[src/rtl/weight_fifo_array_if.sv]
// weight_fifo_array_if: host write bus, pop handshake and column outputs
// of the weight staging FIFO.
// master = host / MMU side, slave = the FIFO array.
interface weight_fifo_array_if #(
    parameter int COLS   = 4,
    parameter int DATA_W = 8
);
    localparam int COL_W = (COLS > 1) ? $clog2(COLS) : 1;

    logic                     push_en;
    logic [COL_W-1:0]         push_col;
    logic [DATA_W-1:0]        data_in;
    logic                     pop;
    logic                     pop_ready;
    logic [COLS*DATA_W-1:0]   col_out;
    logic [COLS*DATA_W-1:0]   col_head;

    modport master (
        output push_en, push_col, data_in, pop,
        input  pop_ready, col_out, col_head
    );

    modport slave (
        input  push_en, push_col, data_in, pop,
        output pop_ready, col_out, col_head
    );
endinterface

[src/rtl/weight_fifo_array.sv]
// weight_fifo_array: COLS independent weight queues filled over one shared
// write bus and drained together by a common pop. With WEIGHT_FIFO_SKEW_EN
// defined, column c is delayed by a c-stage skew chain so weights leave as a
// diagonal wavefront. Without it, col_out is the unskewed queue head.
// Per-column full/empty/count; sticky overflow/underflow; synchronous clear.
module weight_fifo_array #(
    parameter  int COLS   = 4,
    parameter  int DEPTH  = 4,
    parameter  int DATA_W = 8,
    localparam int CNT_W  = $clog2(DEPTH + 1)
) (
    input  logic                   clk,
    input  logic                   reset_n,
    input  logic                   clear,
    weight_fifo_array_if.slave     bus,
    output logic [COLS-1:0]        empty,
    output logic [COLS-1:0]        full,
    output logic [COLS*CNT_W-1:0]  count,
    output logic                   overflow,
    output logic                   underflow
);
    localparam int COL_W = (COLS > 1) ? $clog2(COLS) : 1;
    localparam int PTR_W = $clog2(DEPTH);
    localparam logic [PTR_W-1:0] PTR_LAST = PTR_W'(DEPTH - 1);
    localparam logic [PTR_W-1:0] PTR_ONE  = PTR_W'(1);
    localparam logic [CNT_W-1:0] CNT_ONE  = CNT_W'(1);
    localparam logic [CNT_W-1:0] CNT_FULL = CNT_W'(DEPTH);
    localparam logic [COL_W:0]   COLS_L   = (COL_W + 1)'(COLS);

    logic [COLS-1:0] empty_s;
    logic [COLS-1:0] full_s;
    logic [COLS-1:0] push_sel_s;
    logic            pop_ok_s;
    logic            pop_rej_s;
    logic            push_drop_s;
    logic            overflow_r;
    logic            underflow_r;

    // Decide which column (if any) takes the write and whether the pop is accepted
    always_comb begin
        push_sel_s  = '0;
        push_drop_s = 1'b0;
        pop_ok_s    = bus.pop & ~|empty_s;
        pop_rej_s   = bus.pop & |empty_s;
        if (bus.push_en && ({1'b0, bus.push_col} < COLS_L)) begin
            // a full column can still take a write when the same edge pops it
            if (!full_s[bus.push_col] || pop_ok_s) begin
                push_sel_s[bus.push_col] = 1'b1;
            end else begin
                push_drop_s = 1'b1;
            end
        end else begin
            push_drop_s = 1'b0;
        end
    end

    for (genvar c = 0; c < COLS; c++) begin : g_col
        logic [DATA_W-1:0] mem_r [DEPTH];
        logic [PTR_W-1:0]  wr_ptr_r;
        logic [PTR_W-1:0]  rd_ptr_r;
        logic [CNT_W-1:0]  cnt_r;
        logic [CNT_W-1:0]  cnt_nxt_s;
        logic              col_empty_r;
        logic              col_full_r;
        logic [DATA_W-1:0] head_s;

        // Next occupancy: simultaneous push and pop leave the count unchanged
        always_comb begin
            case ({push_sel_s[c], pop_ok_s})
                2'b10:   cnt_nxt_s = cnt_r + CNT_ONE;
                2'b01:   cnt_nxt_s = cnt_r - CNT_ONE;
                default: cnt_nxt_s = cnt_r;
            endcase
        end

        // Queue storage, pointers, occupancy and registered empty/full flags
        always_ff @(posedge clk or negedge reset_n) begin
            if (!reset_n) begin
                for (int k = 0; k < DEPTH; k++) mem_r[k] <= '0;
                wr_ptr_r    <= '0;
                rd_ptr_r    <= '0;
                cnt_r       <= '0;
                col_empty_r <= 1'b1;
                col_full_r  <= 1'b0;
            end else if (clear) begin
                for (int k = 0; k < DEPTH; k++) mem_r[k] <= '0;
                wr_ptr_r    <= '0;
                rd_ptr_r    <= '0;
                cnt_r       <= '0;
                col_empty_r <= 1'b1;
                col_full_r  <= 1'b0;
            end else begin
                if (push_sel_s[c]) begin
                    mem_r[wr_ptr_r] <= bus.data_in;
                    wr_ptr_r <= (wr_ptr_r == PTR_LAST) ? '0 : wr_ptr_r + PTR_ONE;
                end
                if (pop_ok_s) begin
                    rd_ptr_r <= (rd_ptr_r == PTR_LAST) ? '0 : rd_ptr_r + PTR_ONE;
                end
                cnt_r       <= cnt_nxt_s;
                col_empty_r <= (cnt_nxt_s == '0);
                col_full_r  <= (cnt_nxt_s == CNT_FULL);
            end
        end

        assign head_s  = mem_r[rd_ptr_r];
        assign empty_s[c] = col_empty_r;
        assign full_s[c]  = col_full_r;
        assign count[c*CNT_W +: CNT_W] = cnt_r;
        assign bus.col_head[c*DATA_W +: DATA_W] = head_s;

`ifdef WEIGHT_FIFO_SKEW_EN
        if (c == 0) begin : g_direct
            assign bus.col_out[c*DATA_W +: DATA_W] = head_s;
        end else begin : g_skew
            logic [DATA_W-1:0] chain_r [1:c];

            // Skew chain: shifts the pre-pop head in on every accepted pop
            always_ff @(posedge clk or negedge reset_n) begin
                if (!reset_n) begin
                    for (int k = 1; k <= c; k++) chain_r[k] <= '0;
                end else if (clear) begin
                    for (int k = 1; k <= c; k++) chain_r[k] <= '0;
                end else if (pop_ok_s) begin
                    chain_r[1] <= head_s;
                    for (int k = 2; k <= c; k++) chain_r[k] <= chain_r[k-1];
                end
            end

            assign bus.col_out[c*DATA_W +: DATA_W] = chain_r[c];
        end
`else
        assign bus.col_out[c*DATA_W +: DATA_W] = head_s;
`endif
    end

    // Sticky error flags, cleared only by clear or reset
    always_ff @(posedge clk or negedge reset_n) begin
        if (!reset_n) begin
            overflow_r  <= 1'b0;
            underflow_r <= 1'b0;
        end else if (clear) begin
            overflow_r  <= 1'b0;
            underflow_r <= 1'b0;
        end else begin
            overflow_r  <= overflow_r  | push_drop_s;
            underflow_r <= underflow_r | pop_rej_s;
        end
    end

    assign bus.pop_ready = ~|empty_s;
    assign empty         = empty_s;
    assign full          = full_s;
    assign overflow      = overflow_r;
    assign underflow     = underflow_r;
endmodule

[src/flat_wrapper.sv]
// flat-port wrapper written by rule: the top's interface ports become plain ports
module weight_fifo_array_flat 
#(
    parameter  int COLS   = 4,
    parameter  int DEPTH  = 4,
    parameter  int DATA_W = 8,
    localparam int CNT_W  = $clog2(DEPTH + 1)
)
  (clk, reset_n, clear, empty, full, count, overflow, underflow, bus_push_en, bus_push_col, bus_data_in, bus_pop, bus_pop_ready, bus_col_out, bus_col_head);
  weight_fifo_array_if #(.COLS(COLS), .DATA_W(DATA_W)) bus_i ();
  input  logic clk;
  input  logic reset_n;
  input  logic clear;
  output logic [COLS-1:0] empty;
  output logic [COLS-1:0] full;
  output logic [COLS*CNT_W-1:0] count;
  output logic overflow;
  output logic underflow;
  input wire logic [$bits(bus_i.push_en)-1:0] bus_push_en;
  input wire logic [$bits(bus_i.push_col)-1:0] bus_push_col;
  input wire logic [$bits(bus_i.data_in)-1:0] bus_data_in;
  input wire logic [$bits(bus_i.pop)-1:0] bus_pop;
  output wire logic [$bits(bus_i.pop_ready)-1:0] bus_pop_ready;
  output wire logic [$bits(bus_i.col_out)-1:0] bus_col_out;
  output wire logic [$bits(bus_i.col_head)-1:0] bus_col_head;
  assign bus_i.push_en = bus_push_en;
  assign bus_i.push_col = bus_push_col;
  assign bus_i.data_in = bus_data_in;
  assign bus_i.pop = bus_pop;
  assign bus_pop_ready = bus_i.pop_ready;
  assign bus_col_out = bus_i.col_out;
  assign bus_col_head = bus_i.col_head;
  weight_fifo_array #(.COLS(COLS), .DEPTH(DEPTH), .DATA_W(DATA_W)) u_core (.clk(clk), .reset_n(reset_n), .clear(clear), .bus(bus_i), .empty(empty), .full(full), .count(count), .overflow(overflow), .underflow(underflow));
endmodule
[config.mk]
export PLATFORM = sky130hd
export DESIGN_NAME = weight_fifo_array_flat
export DESIGN_NICKNAME = d
export VERILOG_FILES = /design/src/rtl/weight_fifo_array_if.sv /design/src/rtl/weight_fifo_array.sv /design/src/flat_wrapper.sv
export SDC_FILE = /design/constraint.sdc
export NUM_CORES = 1
export LEC_CHECK = 0
export BUFFER_PORTS_ARGS = -buffer_cell sky130_fd_sc_hd__buf_2
export CORE_ASPECT_RATIO = 0.6
export CORE_MARGIN = 10
export CORE_UTILIZATION = 48
export DETAILED_ROUTE_END_ITERATION = 8
export GPL_ROUTABILITY_DRIVEN = 0
export MAX_ROUTING_LAYER = met4
export PLACE_DENSITY = 0.68
export RECOVER_POWER = 50
export SYNTH_ARGS = -nofsm -noshare
export SYNTH_HDL_FRONTEND = slang
export SYNTH_SLANG_ARGS = --single-unit
[constraint.sdc]
create_clock -name clk -period 6.57 [get_ports clk]
set_input_delay 1.314 -clock clk [delete_from_list [all_inputs] [get_ports clk]]
set_output_delay 1.314 -clock clk [all_outputs]
set_load 0.05 [all_outputs]
==> reports/results.ini <==
[power]
combPwrFrac=0.087
p_int_mw=1.66
pwr_density_cell_nw_per_um2=245
sw_frac_of_total=0.268
ir_drop_v=0.000172
leakagePower_nw=5.05
seq_power_share=0.461
p_sw_uw=610
p_clk_frac=0.452

[timing]
hold_viol_final=0
rsz0062_at_grt=false
finalCritPeriodShare=0.673
tightest_slew_ns=2.77
fin_skew_ns=0.00832
slew-limit-headroom=-0.845
fmax_mhz=226
maxSlewViolCount=111
fin_tns_setup_ns=0
fin_crit_ns=4.42
hold_slack_ns=0.527
fin_ws_ns=2.15
setup_viol=0

[global_route]
gr-usage-met3=0.0428
grt_pass1_vias=5688
grt_max_degree=111
use_met1=0.252
grt_most_used_layer=met2
grtUsageMet2=0.256
grt_pass1_wl_um=31700
antenna_found_initial=0
grt_remaining_overflow=0
grt.total_usage=0.179

[logic_synthesis]
synth_top_area_share=0.482
synthArstFlopShare=1.00
syn-num-nets=757
synth_common_cells=162 x dfrtp_1, 149 x nand2_1, 135 x mux2i_1
syn_area_um2=8410
synth_cell_type_count=39
synth-seq-cells=166
yosys_warnings=0
synth.most_common_cell=dfrtp_1
synth_area_leaders=dfrtp_1 48%, mux2i_1 16%, mux4_2 8.8%
synth-main-ff-cell=dfrtp_1
postSynthAreaPerCell_um2=11.8
synthCells=715
yosys.area.top_type=dfrtp_1
synth-edff-count=0
ys_seq_area_frac=0.495

[setup_path]
setup.worst_path.start_class=input port
worst_path_max_delay_cell=clkbuf_2
critPathMaxFanout=110
crit_buf_inv=2
cp_top_family=buffers and inverters
crit_chain=clkbuf_2 -> clkbuf_2
crit_type=input port to async pin
arrival_ns=4.70
crit_start=reset_n
worstReg2RegStart=u_core.g_col[2].col_empty_r
crit_path_end_kind=async pin
crit_top_cell=clkbuf_2
cp_slowest_stage_delay_ns=1.87
crit_required_ns=6.85

[cells_and_area]
nNetsFinal=797
fin_util=0.540
num_antenna_cells=0
multi_input_area_um2=3660
areaGrowthSynthToFinish_pct=10.3
seqCellArea_um2=4160
num-fill-cells=1478
drive_gt1_frac=0.211

[routing]
antenna_left=0
drt_iter0_markers=478
post_drt_via_cell_ratio=5.47
wire_per_inst_um=20.0
drc=0
num_vias=5483
drtPass1Iterations=5
drt-total-wl_um=20000

[hold_path]
hold_class=register to register
hp-start=u_core.underflow

[place]
dp_hpwl_um=13700
dp_slack_ns=2.55
port_buffers=101

[clock_tree]
cts_setup_buffers=0
cts_tree=done
htree_levels=4
clk_pin_slew_worst_paths_ns=0.06
clock_sinks=166
cts_buffers=17
ctsResizeCount=0
clock_latency_ns=0.42
ctsHoldBuffers=0
root_buffer=clkbuf_16
cts_buffer_depth=2

[status]
status=finished with violations
violations=capacitance limit, slew limit

[die]
coreArea_um2=17200
ios=102
die_w_um=191
dieArea_um2=23400
fp.dieH_um=123
row_count=37
start_util=0.489

[run]
drv_cap=1

[power by group through the flow]
stage	clock [mW]	sequential, mW	combinational (mW)
global placement	0	1.07	0.197
finish	1.03	1.05	0.197
floorplan	0	1.07	0.143
CTS	1.04	1.05	0.203
global route	1.09	1.05	0.213
detailed placement	0	1.07	0.202
[final cells by class]
cell class,instances,area share
clock inverters,14,0.0179
inverters,17,0.00756
well taps,234,0.0316
repair buffers,103,0.0525
multi-input cells,450,0.395
clock buffers,18,0.0474
flip-flops and latches,166,0.449
[state kept, by name, indices dropped and copies added (netlist names)]
signal	flops
u_core.g_col.cnt_r	12
u_core.g_col.col_empty_r	4
u_core.g_col.col_full_r	4
u_core.g_col.mem_r	128
u_core.g_col.rd_ptr_r	8
u_core.g_col.wr_ptr_r	8
u_core.overflow	1
u_core.underflow	1
[logic make-up (layout without fill, tap and decap cells)]
| group | Yosys count | in the layout | share of synthesized area |
|---|---|---|---|
| fa+ha+maj | 27 | 27 | 0.0438 |
| flops | 166 | 166 | 0.495 |
| simple gates | 213 | 213 | 0.110 |
| xor+xnor | 13 | 13 | 0.0135 |
| mux | 168 | 168 | 0.249 |
| compound gates | 29 | 29 | 0.0240 |
| buf+inv | 99 | 152 | 0.0652 |
[per-layer routing]
| metal | vias up | routed length, um |
|---|---|---|
| met3 | 8 | 1380 |
| met2 | 175 | 8840 |
| li1 | 2475 | - |
| met1 | 2825 | 9660 |
| met5 | - | 0 |
| met4 | 0 | 112 |
[stage by stage]
stage	std cells	total power, mW	instance area, um^2
6_report	1002	2.27	9270
5_1_grt	1002	2.36	9270
4_1_cts	1002	2.30	9350
3_5_place_dp	970	1.27	8750
3_3_place_gp	970	1.26	8750
2_1_floorplan	715	1.21	8410
[layout by cell type, fill, tap and decap left out, types with 2 or more instances in the layout]
master,count
nand2_2,12
clkbuf_2,2
inv_8,4
clkinv_2,3
xor2_1,5
nand2b_1,3
nand2_1,150
xnor2_1,8
o32ai_1,3
nand4b_1,2
dfstp_2,4
inv_6,2
clkinv_4,4
clkbuf_16,17
or3_1,7
inv_1,15
fa_1,4
mux4_2,33
ha_1,23
mux2i_1,135
o21ai_0,4
bufinv_16,2
nor2_1,23
buf_2,75
dfrtp_1,162
clkbuf_1,25
a21oi_1,18
nor3b_1,3
nor2b_1,3
nand3_1,4
[path summary, 6_finish.rpt]
check	to	slack, ns	depth (start not counted)
worst min-delay path	u_core.underflow	0.53	2
worst max register to register	u_core.g_col[1].col_full_r	3.06	9
worst max-delay path	u_core.g_col[3].mem_r[4]	2.15	2
min in group asynchronous	u_core.g_col[2].mem_r[24]	1.73	1
max in group clk	u_core.g_col[1].col_full_r	2.26	10
worst min register to register	u_core.underflow	0.53	2
(Power assumes the default switching activity.)
